[config.mk]
export PLATFORM = sky130hd
export DESIGN_NAME = alu_result_demux
export DESIGN_NICKNAME = d
export VERILOG_FILES = /design/src/rtl/alu_result_demux_pkg.sv /design/src/rtl/alu_demux_slot.sv /design/src/rtl/alu_result_demux.sv
export SDC_FILE = /design/constraint.sdc
export NUM_CORES = 1
export LEC_CHECK = 0
export ABC_AREA = 0
export BUFFER_PORTS_ARGS = -buffer_cell sky130_fd_sc_hd__clkbuf_2
export CAP_MARGIN = 0
export CORE_UTILIZATION = 48
export CTS_CLUSTER_SIZE = 20
export DETAILED_ROUTE_END_ITERATION = 10
export PLACE_DENSITY = 0.79
export SYNTH_ARGS = -nofsm -noshare
export SYNTH_HDL_FRONTEND = slang
export SYNTH_SLANG_ARGS = --single-unit
[constraint.sdc]
create_clock -name clk -period 1.79 [get_ports clk]
set_clock_uncertainty 0.15 [all_clocks]
set_input_delay 0.179 -clock clk [delete_from_list [all_inputs] [get_ports clk]]
set_output_delay 0.179 -clock clk [all_outputs]
set_load 0.02 [all_outputs]
[src/rtl/alu_result_demux_pkg.sv]
// Shared definitions for the ALU result demultiplexer.
// Path encodings and slot state encoding used by top and slot.
package alu_result_demux_pkg;

    localparam int DEFAULT_WIDTH = 32;

    localparam logic PATH_WB  = 1'b0;
    localparam logic PATH_MEM = 1'b1;

    typedef enum logic {
        SLOT_EMPTY = 1'b0,
        SLOT_FULL  = 1'b1
    } slot_state_e;

endpackage

[src/rtl/alu_demux_slot.sv]
// One-entry registered output slot with fill/drain/flush control.
// can_accept is high when the slot is empty or draining this cycle.
module alu_demux_slot
    import alu_result_demux_pkg::*;
#(
    parameter int WIDTH = DEFAULT_WIDTH
) (
    input  logic             clk,
    input  logic             rst_n,
    input  logic             i_flush,
    input  logic             i_fill,
    input  logic             i_ready,
    input  logic [WIDTH-1:0] i_data,
    output logic             o_valid,
    output logic [WIDTH-1:0] o_data,
    output logic             o_can_accept
);

    slot_state_e      r_state;
    logic [WIDTH-1:0] r_data;
    logic             w_drain;

    assign o_valid      = (r_state == SLOT_FULL);
    assign o_data       = r_data;
    assign w_drain      = o_valid && i_ready;
    assign o_can_accept = !o_valid || i_ready;

    always_ff @(posedge clk or negedge rst_n) begin
        if (!rst_n) begin
            r_state <= SLOT_EMPTY;
            r_data  <= '0;
        end else if (i_flush) begin
            r_state <= SLOT_EMPTY;
        end else begin
            unique case (r_state)
                SLOT_EMPTY: begin
                    if (i_fill) begin
                        r_state <= SLOT_FULL;
                        r_data  <= i_data;
                    end
                end
                SLOT_FULL: begin
                    // A fill while draining replaces the word in place.
                    if (i_fill) begin
                        r_data <= i_data;
                    end else if (w_drain) begin
                        r_state <= SLOT_EMPTY;
                    end
                end
                default: r_state <= SLOT_EMPTY;
            endcase
        end
    end

endmodule

[src/rtl/alu_result_demux.sv]
// Routes each ALU result word to the writeback or memory path.
// Each path owns an independent one-entry slot and handshake.
module alu_result_demux
    import alu_result_demux_pkg::*;
#(
    parameter int WIDTH = DEFAULT_WIDTH
) (
    input  logic             clk,
    input  logic             rst_n,
    input  logic             flush,
    input  logic             in_valid,
    output logic             in_ready,
    input  logic             in_sel,
    input  logic [WIDTH-1:0] in_data,
    output logic             out0_valid,
    input  logic             out0_ready,
    output logic [WIDTH-1:0] out0_data,
    output logic             out1_valid,
    input  logic             out1_ready,
    output logic [WIDTH-1:0] out1_data
);

    logic w_acc0;
    logic w_acc1;
    logic w_xfer;
    logic w_fill0;
    logic w_fill1;

    // Ready depends only on sel, flush and consumer readiness.
    assign in_ready = !flush && ((in_sel == PATH_MEM) ? w_acc1 : w_acc0);
    assign w_xfer   = in_valid && in_ready;
    assign w_fill0  = w_xfer && (in_sel == PATH_WB);
    assign w_fill1  = w_xfer && (in_sel == PATH_MEM);

    alu_demux_slot #(.WIDTH(WIDTH)) u_slot0 (
        .clk          (clk),
        .rst_n        (rst_n),
        .i_flush      (flush),
        .i_fill       (w_fill0),
        .i_ready      (out0_ready),
        .i_data       (in_data),
        .o_valid      (out0_valid),
        .o_data       (out0_data),
        .o_can_accept (w_acc0)
    );

    alu_demux_slot #(.WIDTH(WIDTH)) u_slot1 (
        .clk          (clk),
        .rst_n        (rst_n),
        .i_flush      (flush),
        .i_fill       (w_fill1),
        .i_ready      (out1_ready),
        .i_data       (in_data),
        .o_valid      (out1_valid),
        .o_data       (out1_data),
        .o_can_accept (w_acc1)
    );

endmodule

Yosys cells after proc, flatten, opt, wreduce, memory -nomap -nowiden
Cells that the tools add are included.
- add/sub/neg operators: 0
- multiply operators: 0
- div/mod/pow operators: 0
- magnitude comparators: 0
- eq/ne operators: 0
- shifts and indexed selects: 0
- multiplexer cells: 13
- bitwise gates (word level): 4
- reduce and logical (&&, ||, !) cells: 13
- operator list (cell ; number):
    32-bit two-way mux ; 2
    1-bit two-way mux ; 9
    1-bit logical AND ; 6
    1-bit inverter ; 4
    1-bit case mux with 2 select lines ; 2
    2-bit AND reduction ; 2
    1-bit logical NOT ; 3
    1-bit logical OR ; 2
- bits in registers: 66
- bits in latches: 0
- memory bits (writable): 0
- bits in read-only memories: 0
- input bits: 39
- output and inout port bits: 67
- word-level logic and storage cells: 34
- memories kept: 0

Depth between registers and ports, before layout
- depth after elaboration: 9
- mapped depth: 5
- gate-level depth less buffers: 3

Hierarchy
Synthesis repeated with hierarchy kept, for this count alone.
- cell total of the unflattened synthesis: 152
- area total of the unflattened synthesis: 2845.2 µm²
- by module, submodules not included (module ; instances ; cells an instance ; area each (µm²) ; seq. area each (µm²)):
    alu_demux_slot ; 2 ; 73 ; 1398.8 ; 825.8
    alu_result_demux ; 1 ; 6 ; 47.5 ; 0.0

Worst setup path after synthesis
OpenSTA, ideal clock, no wires.
- kind: flip-flop to flip-flop
- start point: register u_slot1.r_state (netlist: u_slot1.o_valid)
- end point: register u_slot1.r_data[10] (netlist: u_slot1.o_data[10])
- setup time: 125 ps
- arrival: 1297 ps
- data required time: 1515 ps
- path slack: 218 ps
- stages on the path, launching flop included: 6
- path buffers: 2
- clock period less this slack: 1572 ps
- cell sequence: dfrtp_1 > nand2b_1 > and3_4 > buf_6 > buf_12 > mux2_4
- word-level cells in the longest chain between the ends: 7
- RTL lines (item ; RTL line ; source):
    start, declared ; alu_demux_slot.sv:19 ; slot_state_e r_state;
    start signal, assigned ; alu_demux_slot.sv:30 ; r_state <= SLOT_EMPTY;
    start signal, assigned ; alu_demux_slot.sv:33 ; r_state <= SLOT_EMPTY;
    start signal, assigned ; alu_demux_slot.sv:38 ; r_state <= SLOT_FULL;
    1-bit logical NOT ; alu_demux_slot.sv:26 ; assign o_can_accept = !o_valid || i_ready;
    1-bit logical OR ; alu_demux_slot.sv:26 ;
    1-bit two-way mux ; alu_result_demux.sv:30 ; assign in_ready = !flush && ((in_sel == PATH_MEM) ? w_acc1 : w_acc0);
    1-bit logical AND ; alu_result_demux.sv:30 ;
    1-bit logical AND ; alu_result_demux.sv:31 ; assign w_xfer = in_valid && in_ready;
    1-bit logical AND ; alu_result_demux.sv:33 ; assign w_fill1 = w_xfer && (in_sel == PATH_MEM);
    2-bit AND reduction (no line) ; n/a ;
    end signal, assigned ; alu_demux_slot.sv:39 ; r_data <= i_data;
    end signal, assigned ; alu_demux_slot.sv:45 ; r_data <= i_data;
    end, declared ; alu_demux_slot.sv:20 ; logic [WIDTH-1:0] r_data;
Every way passes these cells.
A chain may end at the register's enable or synchronous reset.

Worst setup path in the final report
- start point: register u_slot1.r_state (netlist: u_slot1.o_valid)
- end point: register u_slot1.r_data[16] (netlist: u_slot1.o_data[16])
The elaborated chain is that of the path after synthesis.

==> impl_metrics.ini <==
[status]
outcome = completed

[sta]
slew_headroom_pct = 76.78
fin_setup_tns_ns = 0
worst_pin_slew_ns = 0.3483
slew_violations = 0
setup_ws_ns = 0.1821
setup_viol = 0
fmax_mhz = 621.9
hold_violations = 0
min_period_over_period_pct = 89.83
fin_crit_ns = 1.608
rsz0062_at_grt = false

[layout]
layout_common_cells = clkbuf_2, dfrtp_1, dlygate4sd3_1
mostFrequentLayoutCell = clkbuf_2
final_nets = 335
seq_area_um2 = 1652
diodes = 0
syn2layout_area_growth_pct = 42.43
fill_cells = 380
multiInputGateArea_um2 = 904.6
drive_gt1_share_pct = 63.33

[worst_hold_path]
hp-class = in2reg
hp-start = out0_ready

[global_routing]
gr-total-overflow = 0
grtUsageTotal_pct = 20.45
grt_pass1_wl_um = 9163
grt_max_degree = 67
first_global_vias = 1843
grt_antenna_before_repair = 0

[logic_synthesis]
synth-adder-area-share_pct = 0
synthMuxAreaShare_pct = 31.78
synth_seq_cells = 66
yosysWarnings = 0
netlist_instances = 147
syn-cell-area_um2 = 2654
seq_area_frac_synth_pct = 62.23
syn_avg_cell_area_um2 = 18.05
synth_compound_area_share_pct = 0.3772
synth_top_family_by_area = multiplexers
synth_xor_area_share_pct = 0
synthSimpleGateAreaFrac_pct = 1.933
ys_types = 14
synth.net_count = 186

[floorplanning]
die_h_um = 76.36
core_area_um2 = 5205
dieArea_um2 = 5830
initial_core_util_pct = 50.99
ios = 106
rows = 26
die_w_um = 76.36

[placed_design]
dp_slack_ns = 0.1983
place_congestion = 0.6992
dp_hpwl_um = 3482
numPortBuffers = 105

[worst_setup_path]
arrival_ns = 1.66
path_cells = nand2b_1 > and3_4 > buf_12 > mux2_4
path_class = reg2reg
end_kind = register
critPathMaxFanout = 13
regToRegStartpoint = u_slot1.o_valid
startpoint_type = register
cpMaxStageDelayCell = dfrtp_1
startpoint = u_slot1.o_valid
critPathMaxStageDelay_ns = 0.39
critPathRequiredTime_ns = 1.84

[cts]
cts_buffers = 9
root_buffer = clkbuf_8
clkTransAtPathRegs_ns = 0.07
htree_levels = 3
insertion_delay_ns = 0.33
cts_sinks = 66
tritoncts = yes
clk_path_buf_depth = 2

[pwr]
power.switching_mw = 1.326
power.density_nw_per_um2 = 1151
ir_worst_vdd_uv = 672.5
pwr-share-comb_pct = 28.1
sw_frac_of_total_pct = 30.48
leakagePower_nw = 1.888
p_int_mw = 3.024
power.total_mw = 4.350
pwr-share-clk_pct = 27.3
p_seq_share_pct = 44.6

[route]
drc = 0
antenna_left = 0
routed_wl_um = 5464
drtIter0Drc = 65
dr.pass1.iters = 4
via_per_inst = 4.781
via_count = 1769
wire_per_inst_um = 14.77

[job]
cap_violations = 0
## Yosys cell counts (all sizes together)
| cell type | count | area (µm²) |
|---|---|---|
| dfrtp | 66 | 1652 |
| mux2 | 64 | 833.3 |
| buf | 7 | 97.59 |
| a21oi | 2 | 10.01 |
| nand2b | 2 | 12.51 |
| and3 | 1 | 11.26 |
| mux2i | 1 | 10.01 |
| nand2 | 1 | 3.750 |
| nand3b | 1 | 11.26 |
| nor2 | 1 | 3.750 |
| nor2b | 1 | 8.760 |
## final cells by class
type                    count  share of cell area, %
clock buffers              12                  3.840
clock inverters             3                  1.059
multi-input cells          74                  23.93
flip-flops and latches     66                  43.69
well taps                  70                  2.317
repair buffers            145                  25.16
## worst paths after layout
| check | slack [ns] | end | cells past startpoint |
|---|---|---|---|
| min reg2reg | 0.36 | u_slot0.o_data[31] | 1 |
| min | 0.05 | u_slot0.o_valid | 3 |
| max in group asynchronous | 0.94 | u_slot0.o_valid | 3 |
| max | 0.18 | u_slot1.o_data[16] | 4 |
| max reg2reg | 0.18 | u_slot1.o_data[16] | 4 |
| min in group asynchronous | 0.25 | u_slot0.o_data[21] | 3 |
## power by group through the flow
| stage | registers, mW | logic [mW] | clock network (mW) |
|---|---|---|---|
| 2_1_floorplan | 2.30 | 0.382 | 0 |
| 3_3_place_gp | 1.95 | 1.14 | 0 |
| 3_5_place_dp | 1.96 | 1.17 | 0 |
| 4_1_cts | 1.94 | 1.23 | 1.21 |
| 5_1_grt | 1.98 | 1.30 | 1.28 |
| 6_report | 1.94 | 1.22 | 1.19 |
## registers in the layout, summed over array words and instances (netlist names)
name             cells
u_slot0.o_data      32
u_slot0.o_valid      1
u_slot1.o_valid      1
u_slot1.o_data      32
## critical path, delay by kind of cell (launching register included)
family | cells | cell delay (ns)
buffers and inverters | 1 | 0.19
flip-flops | 1 | 0.39
AND/OR/NAND/NOR | 2 | 0.43
multiplexers | 1 | 0.31
## per-stage QoR
stage	hold WS (ns)	utilization, %	cells	cell area, µm²
after global placement	0.07732	62.33	320	3244
final	0.05103	72.62	370	3780
after floorplan	-0.2666	-	147	2654
after detailed placement	0.08379	62.33	320	3244
after CTS	0.03408	72.62	370	3780
after global routing	0.06669	72.62	370	3780
## metal layers
layer	routed length [µm]	up-vias	GRT usage (%)
li1	-	815	-
met4	87	0	9.808
met5	0	-	0
met1	2536	873	27.15
met2	2566	72	32.34
met3	274	9	3.952
## what timing repair did
item                                   in CTS  in global routing
endpoints found under the hold margin     132                  0
resized for setup                           0                  0
setup buffers                               0                  0
hold buffers                               35                  0
## logic make-up after synthesis
family / Yosys count
AND/OR/NAND/NOR: 7
multiplexers: 65
flip-flops: 66
AO/OA/AOI/OAI: 2
buffers and inverters: 7
No activity file was read; power rests on OpenSTA's default activity.
